## config.mk

```make
export PLATFORM = sky130hd
export DESIGN_NAME = mem_arbiter
export DESIGN_NICKNAME = d
export VERILOG_FILES = /design/src/rtl/brisc_pkg.sv /design/src/rtl/mem_arbiter.sv
export SDC_FILE = /design/constraint.sdc
export NUM_CORES = 1
export LEC_CHECK = 0
export ABC_AREA = 0
export BUFFER_PORTS_ARGS = -buffer_cell sky130_fd_sc_hd__buf_2
export CORE_AREA = 2 2 292 294
export CTS_CLUSTER_SIZE = 12
export DETAILED_ROUTE_END_ITERATION = 6
export DIE_AREA = 0 0 294 296
export MAX_ROUTING_LAYER = met4
export SLEW_MARGIN = 20
export SYNTH_ARGS = -nofsm -noshare
export SYNTH_HDL_FRONTEND = slang
export SYNTH_SLANG_ARGS = --single-unit
```

## constraint.sdc

```tcl
create_clock -name clk -period 2.3 [get_ports clk]
set_input_delay 0.575 -clock clk [delete_from_list [all_inputs] [get_ports clk]]
set_output_delay 0.575 -clock clk [all_outputs]
set_load 0.01 [all_outputs]
```

## src/rtl/brisc_pkg.sv

```systemverilog
// brisc_pkg: shared widths and enumerations for the memory-side blocks.
// The memory arbiter uses arb_state_e for its FSM and mem_req_id_e to tag
// which cache owns the transaction in flight.
package brisc_pkg;

    localparam int ADDRESS_WIDTH    = 32;
    localparam int CACHE_LINE_WIDTH = 128;
    localparam int BYTE_WIDTH       = 8;

    typedef enum logic [1:0] {
        ARB_IDLE  = 2'd0,
        ARB_ISSUE = 2'd1,
        ARB_WAIT  = 2'd2
    } arb_state_e;

    typedef enum logic {
        REQ_ICACHE = 1'b0,
        REQ_DCACHE = 1'b1
    } mem_req_id_e;

endpackage

```

## src/rtl/mem_arbiter.sv

```systemverilog
// mem_arbiter: shares the single main-memory line port between the icache
// fill path and the dcache fill/writeback path. One transaction at a time:
// accept (IDLE) -> present to memory (ISSUE) -> wait for response (WAIT).
// Build option: define MEM_ARB_RR_EN for round-robin tie breaking; otherwise
// the dcache wins every tie.
module mem_arbiter
    import brisc_pkg::*;
#(
    parameter int ADDR_W      = ADDRESS_WIDTH,
    parameter int LINE_W      = CACHE_LINE_WIDTH,
    parameter int OFFSET_BITS = $clog2(LINE_W / BYTE_WIDTH)
) (
    input  logic              clk,
    input  logic              rst_n,

    input  logic              ic_req_valid,
    output logic              ic_req_ready,
    input  logic [ADDR_W-1:0] ic_req_addr,
    output logic              ic_resp_valid,
    output logic [LINE_W-1:0] ic_resp_data,

    input  logic              dc_req_valid,
    output logic              dc_req_ready,
    input  logic [ADDR_W-1:0] dc_req_addr,
    input  logic              dc_req_store,
    input  logic [LINE_W-1:0] dc_req_data,
    output logic              dc_resp_valid,
    output logic [LINE_W-1:0] dc_resp_data,

    output logic              mem_req_valid,
    input  logic              mem_req_ready,
    output logic [ADDR_W-1:0] mem_req_addr,
    output logic              mem_req_store,
    output logic [LINE_W-1:0] mem_req_data,
    input  logic              mem_resp_valid,
    input  logic [LINE_W-1:0] mem_resp_data
);

    arb_state_e        state_reg, state_next;
    mem_req_id_e       owner_reg;
    logic [ADDR_W-1:0] addr_reg;
    logic [LINE_W-1:0] data_reg;
    logic              store_reg;

`ifdef MEM_ARB_RR_EN
    mem_req_id_e       rr_last_reg;
`endif

    logic              grant_valid;
    mem_req_id_e       grant_id;
    logic              accept;
    logic [ADDR_W-1:0] sel_addr;
    logic [ADDR_W-1:0] aligned_addr;
    logic [LINE_W-1:0] sel_data;
    logic              sel_store;

    // Grant selection: a lone requester always wins; ties go by the build mode
    always_comb begin
        grant_valid = ic_req_valid | dc_req_valid;
        grant_id    = REQ_DCACHE;
        if (ic_req_valid && !dc_req_valid) begin
            grant_id = REQ_ICACHE;
        end
`ifdef MEM_ARB_RR_EN
        else if (ic_req_valid && dc_req_valid && (rr_last_reg == REQ_DCACHE)) begin
            grant_id = REQ_ICACHE;
        end
`endif
    end

    assign accept = (state_reg == ARB_IDLE) && grant_valid;

    // Mux the winner's fields; the icache never writes, so its store/data are zero
    always_comb begin
        sel_addr  = ic_req_addr;
        sel_data  = '0;
        sel_store = 1'b0;
        if (grant_id == REQ_DCACHE) begin
            sel_addr  = dc_req_addr;
            sel_data  = dc_req_data;
            sel_store = dc_req_store;
        end
    end

    // Memory sees whole lines only: clear the byte-offset bits
    for (genvar gi = 0; gi < ADDR_W; gi++) begin : g_align
        if (gi < OFFSET_BITS) begin : g_zero
            assign aligned_addr[gi] = 1'b0;
        end else begin : g_keep
            assign aligned_addr[gi] = sel_addr[gi];
        end
    end

    // State register
    always_ff @(posedge clk or negedge rst_n) begin
        if (!rst_n) begin
            state_reg <= ARB_IDLE;
        end else begin
            state_reg <= state_next;
        end
    end

    // Next-state logic; stray memory responses outside WAIT are ignored
    always_comb begin
        state_next = state_reg;
        unique case (state_reg)
            ARB_IDLE:  if (grant_valid)    state_next = ARB_ISSUE;
            ARB_ISSUE: if (mem_req_ready)  state_next = ARB_WAIT;
            ARB_WAIT:  if (mem_resp_valid) state_next = ARB_IDLE;
            default:                       state_next = ARB_IDLE;
        endcase
    end

    // Capture the accepted request; fields stay frozen until the next acceptance
    always_ff @(posedge clk or negedge rst_n) begin
        if (!rst_n) begin
            owner_reg <= REQ_DCACHE;
            addr_reg  <= '0;
            data_reg  <= '0;
            store_reg <= 1'b0;
        end else if (accept) begin
            owner_reg <= grant_id;
            addr_reg  <= aligned_addr;
            data_reg  <= sel_data;
            store_reg <= sel_store;
        end
    end

`ifdef MEM_ARB_RR_EN
    // Remember the last winner so the other side wins the next tie
    always_ff @(posedge clk or negedge rst_n) begin
        if (!rst_n) begin
            rr_last_reg <= REQ_ICACHE;
        end else if (accept) begin
            rr_last_reg <= grant_id;
        end
    end
`endif

    // Outputs: ready only in IDLE (and never while reset is held),
    // responses routed straight through to the owner in WAIT
    always_comb begin
        ic_req_ready  = rst_n && accept && (grant_id == REQ_ICACHE);
        dc_req_ready  = rst_n && accept && (grant_id == REQ_DCACHE);
        mem_req_valid = (state_reg == ARB_ISSUE);
        mem_req_addr  = addr_reg;
        mem_req_store = store_reg;
        mem_req_data  = data_reg;
        ic_resp_valid = (state_reg == ARB_WAIT) && mem_resp_valid && (owner_reg == REQ_ICACHE);
        dc_resp_valid = (state_reg == ARB_WAIT) && mem_resp_valid && (owner_reg == REQ_DCACHE);
        ic_resp_data  = ic_resp_valid ? mem_resp_data : '0;
        dc_resp_data  = dc_resp_valid ? mem_resp_data : '0;
    end

endmodule

```

==> impl_metrics.ini <==
[floorplanning]
placement_rows = 107
vertical_extent_of_the_die_um = 296
total_die_area_um2 = 87000
initial_utilization_pct = 9.37
core_region_area_um2 = 84200
dieWidth_um = 294
top_level_ports = 749

[timing]
report.final.hold_viol_count = 0
setup_failing_eps_final = 257
worst_pin_slew_ns = 0.810
grt_setup_unrepaired = true
layout_worst_path_cycle_share_pct = 116
timing.clock.skew_ns = 0.0119
min_period_ns = 2.67
worst_slew_margin_rel_pct = 46.0
timing_max_transition_violations_final = 0
finalHoldWorstSlack_ns = 0.329
maximum_clock_rate_ghz = 0.375
post-route-worst-setup-slack_ns = -0.370

[setup_path]
critPathCaptureType = output port
data_arrival_critical_path_ns = 2.09
crit_path_start_kind = flop
crit_fanout = 9
worst-setup-path-type = reg -> out
required_worst_endpoint_ns = 1.73

[placement]
hpwl_um = 47900
place.gp.congestion = 0.862
post-place-cells = 2486
port_buffers = 736

[yosys]
synth-seq-cells = 160
post_synth_and_or_nand_nor_area_fraction_pct = 21.1
postSynthCellCount = 684
synth.mux.area_fraction_pct = 8.42
share_of_the_yosys_chip_area_belonging_to_registers_pct = 50.7
async_flop_share_pct = 100
synth_enable_flop_cells = 0
syn-mean-instance-area_um2 = 11.5
post_synth_instance_area_um2 = 7890
yosys.cell_types.count = 24
synthesis.yosys.warnings = 0
yosys.area_share.adder_pct = 0
synth_flop_cell = sky130_fd_sc_hd__dfrtp_1
synth_top_family_by_area = simple AND/OR/NAND/NOR gates
synth-compound-area-share_pct = 14.6
synth-xor-area-share_pct = 0

[layout]
finish.net_count = 1774
drive_above_1_share_pct = 65.8
multi_input_comb_area_um2 = 3690
number_of_filler_instances_in_the_final_layout = 9358
area_growth_syn_to_layout_pct = 88.2
post_layout_nonfiller_instances = 2566
sequential_cell_area_um2 = 4010
largest_register_ff_count = 128
finalCoreUtilization_pct = 17.6

[status]
status = finished with violations
violations = setup timing

[pwr]
power.static_leakage_nw = 7.99
peak_ir_drop_on_the_vdd_network_mv = 0.694
power_density_nw_per_um2 = 970
post-layout-total-power_w = 0.0144

[clock_network]
cts_tree = done
insertion_delay_ns = 0.46
ctsLongestPathBuffers = 2
worst_setup_hold_path_clk_slew_ns = 0.08
tritoncts.num_buffers = 17
clock_sink_count = 160
clock_tree.root_cell = sky130_fd_sc_hd__clkbuf_16
cts_max_level = 4

[grt]
grt_pass1_vias = 7906
globalRoute.totalOverflow = 0
grt.total_usage_pct = 12.9
grt_max_degree = 97
grt_pass1_wl_um = 71600
initial_antenna_violation_count = 48

[detailed_routing]
route.antenna.remaining_nets = 0
first_iter_violations = 362
detail_route.drc_violations = 0
vias_per_cell = 3.37
detail_route.wl_per_cell_um = 23.1
iteration_count_of_the_initial_detailed_routing_pass = 5
routed_wirelength_um = 59300
total_via_count_in_the_routed_design = 8658

[flow_run]
maxCapViolCount = 0

[hold_path]
min-delay-path-class = in -> reg
[cell usage in the layout, fill, tap and decap left out, types with 9 or more instances in the layout]
cell,count
sky130_fd_sc_hd__buf_4,31
sky130_fd_sc_hd__mux2_4,9
sky130_fd_sc_hd__and2_1,197
sky130_fd_sc_hd__buf_2,672
sky130_fd_sc_hd__and2_4,60
sky130_fd_sc_hd__buf_12,17
sky130_fd_sc_hd__buf_6,69
sky130_fd_sc_hd__a22o_1,129
sky130_fd_sc_hd__mux2_2,47
sky130_fd_sc_hd__dfrtp_1,159
sky130_fd_sc_hd__clkbuf_16,28
sky130_fd_sc_hd__diode_2,16
[repair_timing]
| action | CTS | global route |
|---|---|---|
| buffers inserted | 19 | 4 |
| cloned | 6 | 13 |
| hold buffers | 1 | 0 |
| pin swaps | 26 | 4 |
| setup endpoints to repair | 257 | 259 |
| gates resized for setup | 92 | 81 |
| hold endpoints to repair | 1 | 0 |
[power breakdown]
group          internal [W]  leakage, nW  switching (W)
logic               0.00326         5.67        0.00343
registers           0.00405         2.01       0.000699
clock network       0.00157        0.300        0.00140
total               0.00888         7.99        0.00553
[path summary, 6_finish.rpt]
check / startpoint / cells after the start / slack, ns / endpoint
min in group asynchronous: rst_n / 2 / 0.50 / mem_req_addr[5]$_DFFE_PN0P_
worst max-delay path: state_reg[0]$_DFFE_PN0P_ / 6 / -0.37 / dc_resp_data[93]
worst min-delay path: dc_req_data[74] / 2 / 0.33 / mem_req_data[74]$_DFFE_PN0P_
worst min register to register: mem_req_data[123]$_DFFE_PN0P_ / 1 / 0.49 / mem_req_data[123]$_DFFE_PN0P_
max in group asynchronous: rst_n / 3 / 0.80 / mem_req_addr[25]$_DFFE_PN0P_
worst max register to register: state_reg[0]$_DFFE_PN0P_ / 7 / 0.44 / mem_req_data[77]$_DFFE_PN0P_
[area by class of cell]
type	count	area share, %
diodes	16	0.269
clock buffers	17	2.86
clock inverters	15	1.28
inverters	1	0.0253
multi-input cells	459	24.8
flip-flops and latches	160	27.0
well taps	1090	9.18
repair buffers	808	34.6
[per-layer routing]
layer	track usage [%]	up-vias	wire [um]
met5	-	-	0
met2	21.2	555	28200
met1	14.9	4128	23900
met3	4.32	79	5360
li1	-	3896	-
met4	3.83	0	1930
[per-stage QoR]
stage / setup TNS, ns / worst slack (ns) / area [um2]
2_1_floorplan: 0 / 0.333 / 7900
3_5_place_dp: -0.00390 / -0.00213 / 13000
6_report: -65.98 / -0.370 / 14900
4_1_cts: -83.87 / -0.389 / 14400
3_3_place_gp: 0 / 0.00484 / 13000
5_1_grt: -92.95 / -0.468 / 14900
[kinds of logic (layout without fill, tap and decap cells)]
group	count (synthesis)	in the layout
simple gates	266	266
flops	160	160
compound gates	133	133
buf+inv	68	841
mux	56	56
other cells	1	20
[synth_stat cells, types with 5 or more instances]
master | number | area share [%]
sky130_fd_sc_hd__a22o_1 | 129 | 14
sky130_fd_sc_hd__dfrtp_1 | 159 | 50
sky130_fd_sc_hd__mux2_4 | 9 | 1.7
sky130_fd_sc_hd__buf_6 | 12 | 1.7
sky130_fd_sc_hd__mux2_2 | 47 | 6.7
sky130_fd_sc_hd__buf_4 | 5 | 0.48
sky130_fd_sc_hd__clkbuf_2 | 11 | 0.70
sky130_fd_sc_hd__and2_1 | 257 | 20
sky130_fd_sc_hd__buf_2 | 13 | 0.82
sky130_fd_sc_hd__clkbuf_1 | 24 | 1.1
[worst max-delay path, stage by stage (launching register included)]
cell and delay (ns):
sky130_fd_sc_hd__dfrtp_1 0.39, sky130_fd_sc_hd__buf_4 0.14, sky130_fd_sc_hd__and4b_4 0.38, sky130_fd_sc_hd__buf_12 0.19
sky130_fd_sc_hd__buf_6 0.17, sky130_fd_sc_hd__and2_1 0.16, sky130_fd_sc_hd__buf_6 0.15
Power figures use the tool's default switching activity.
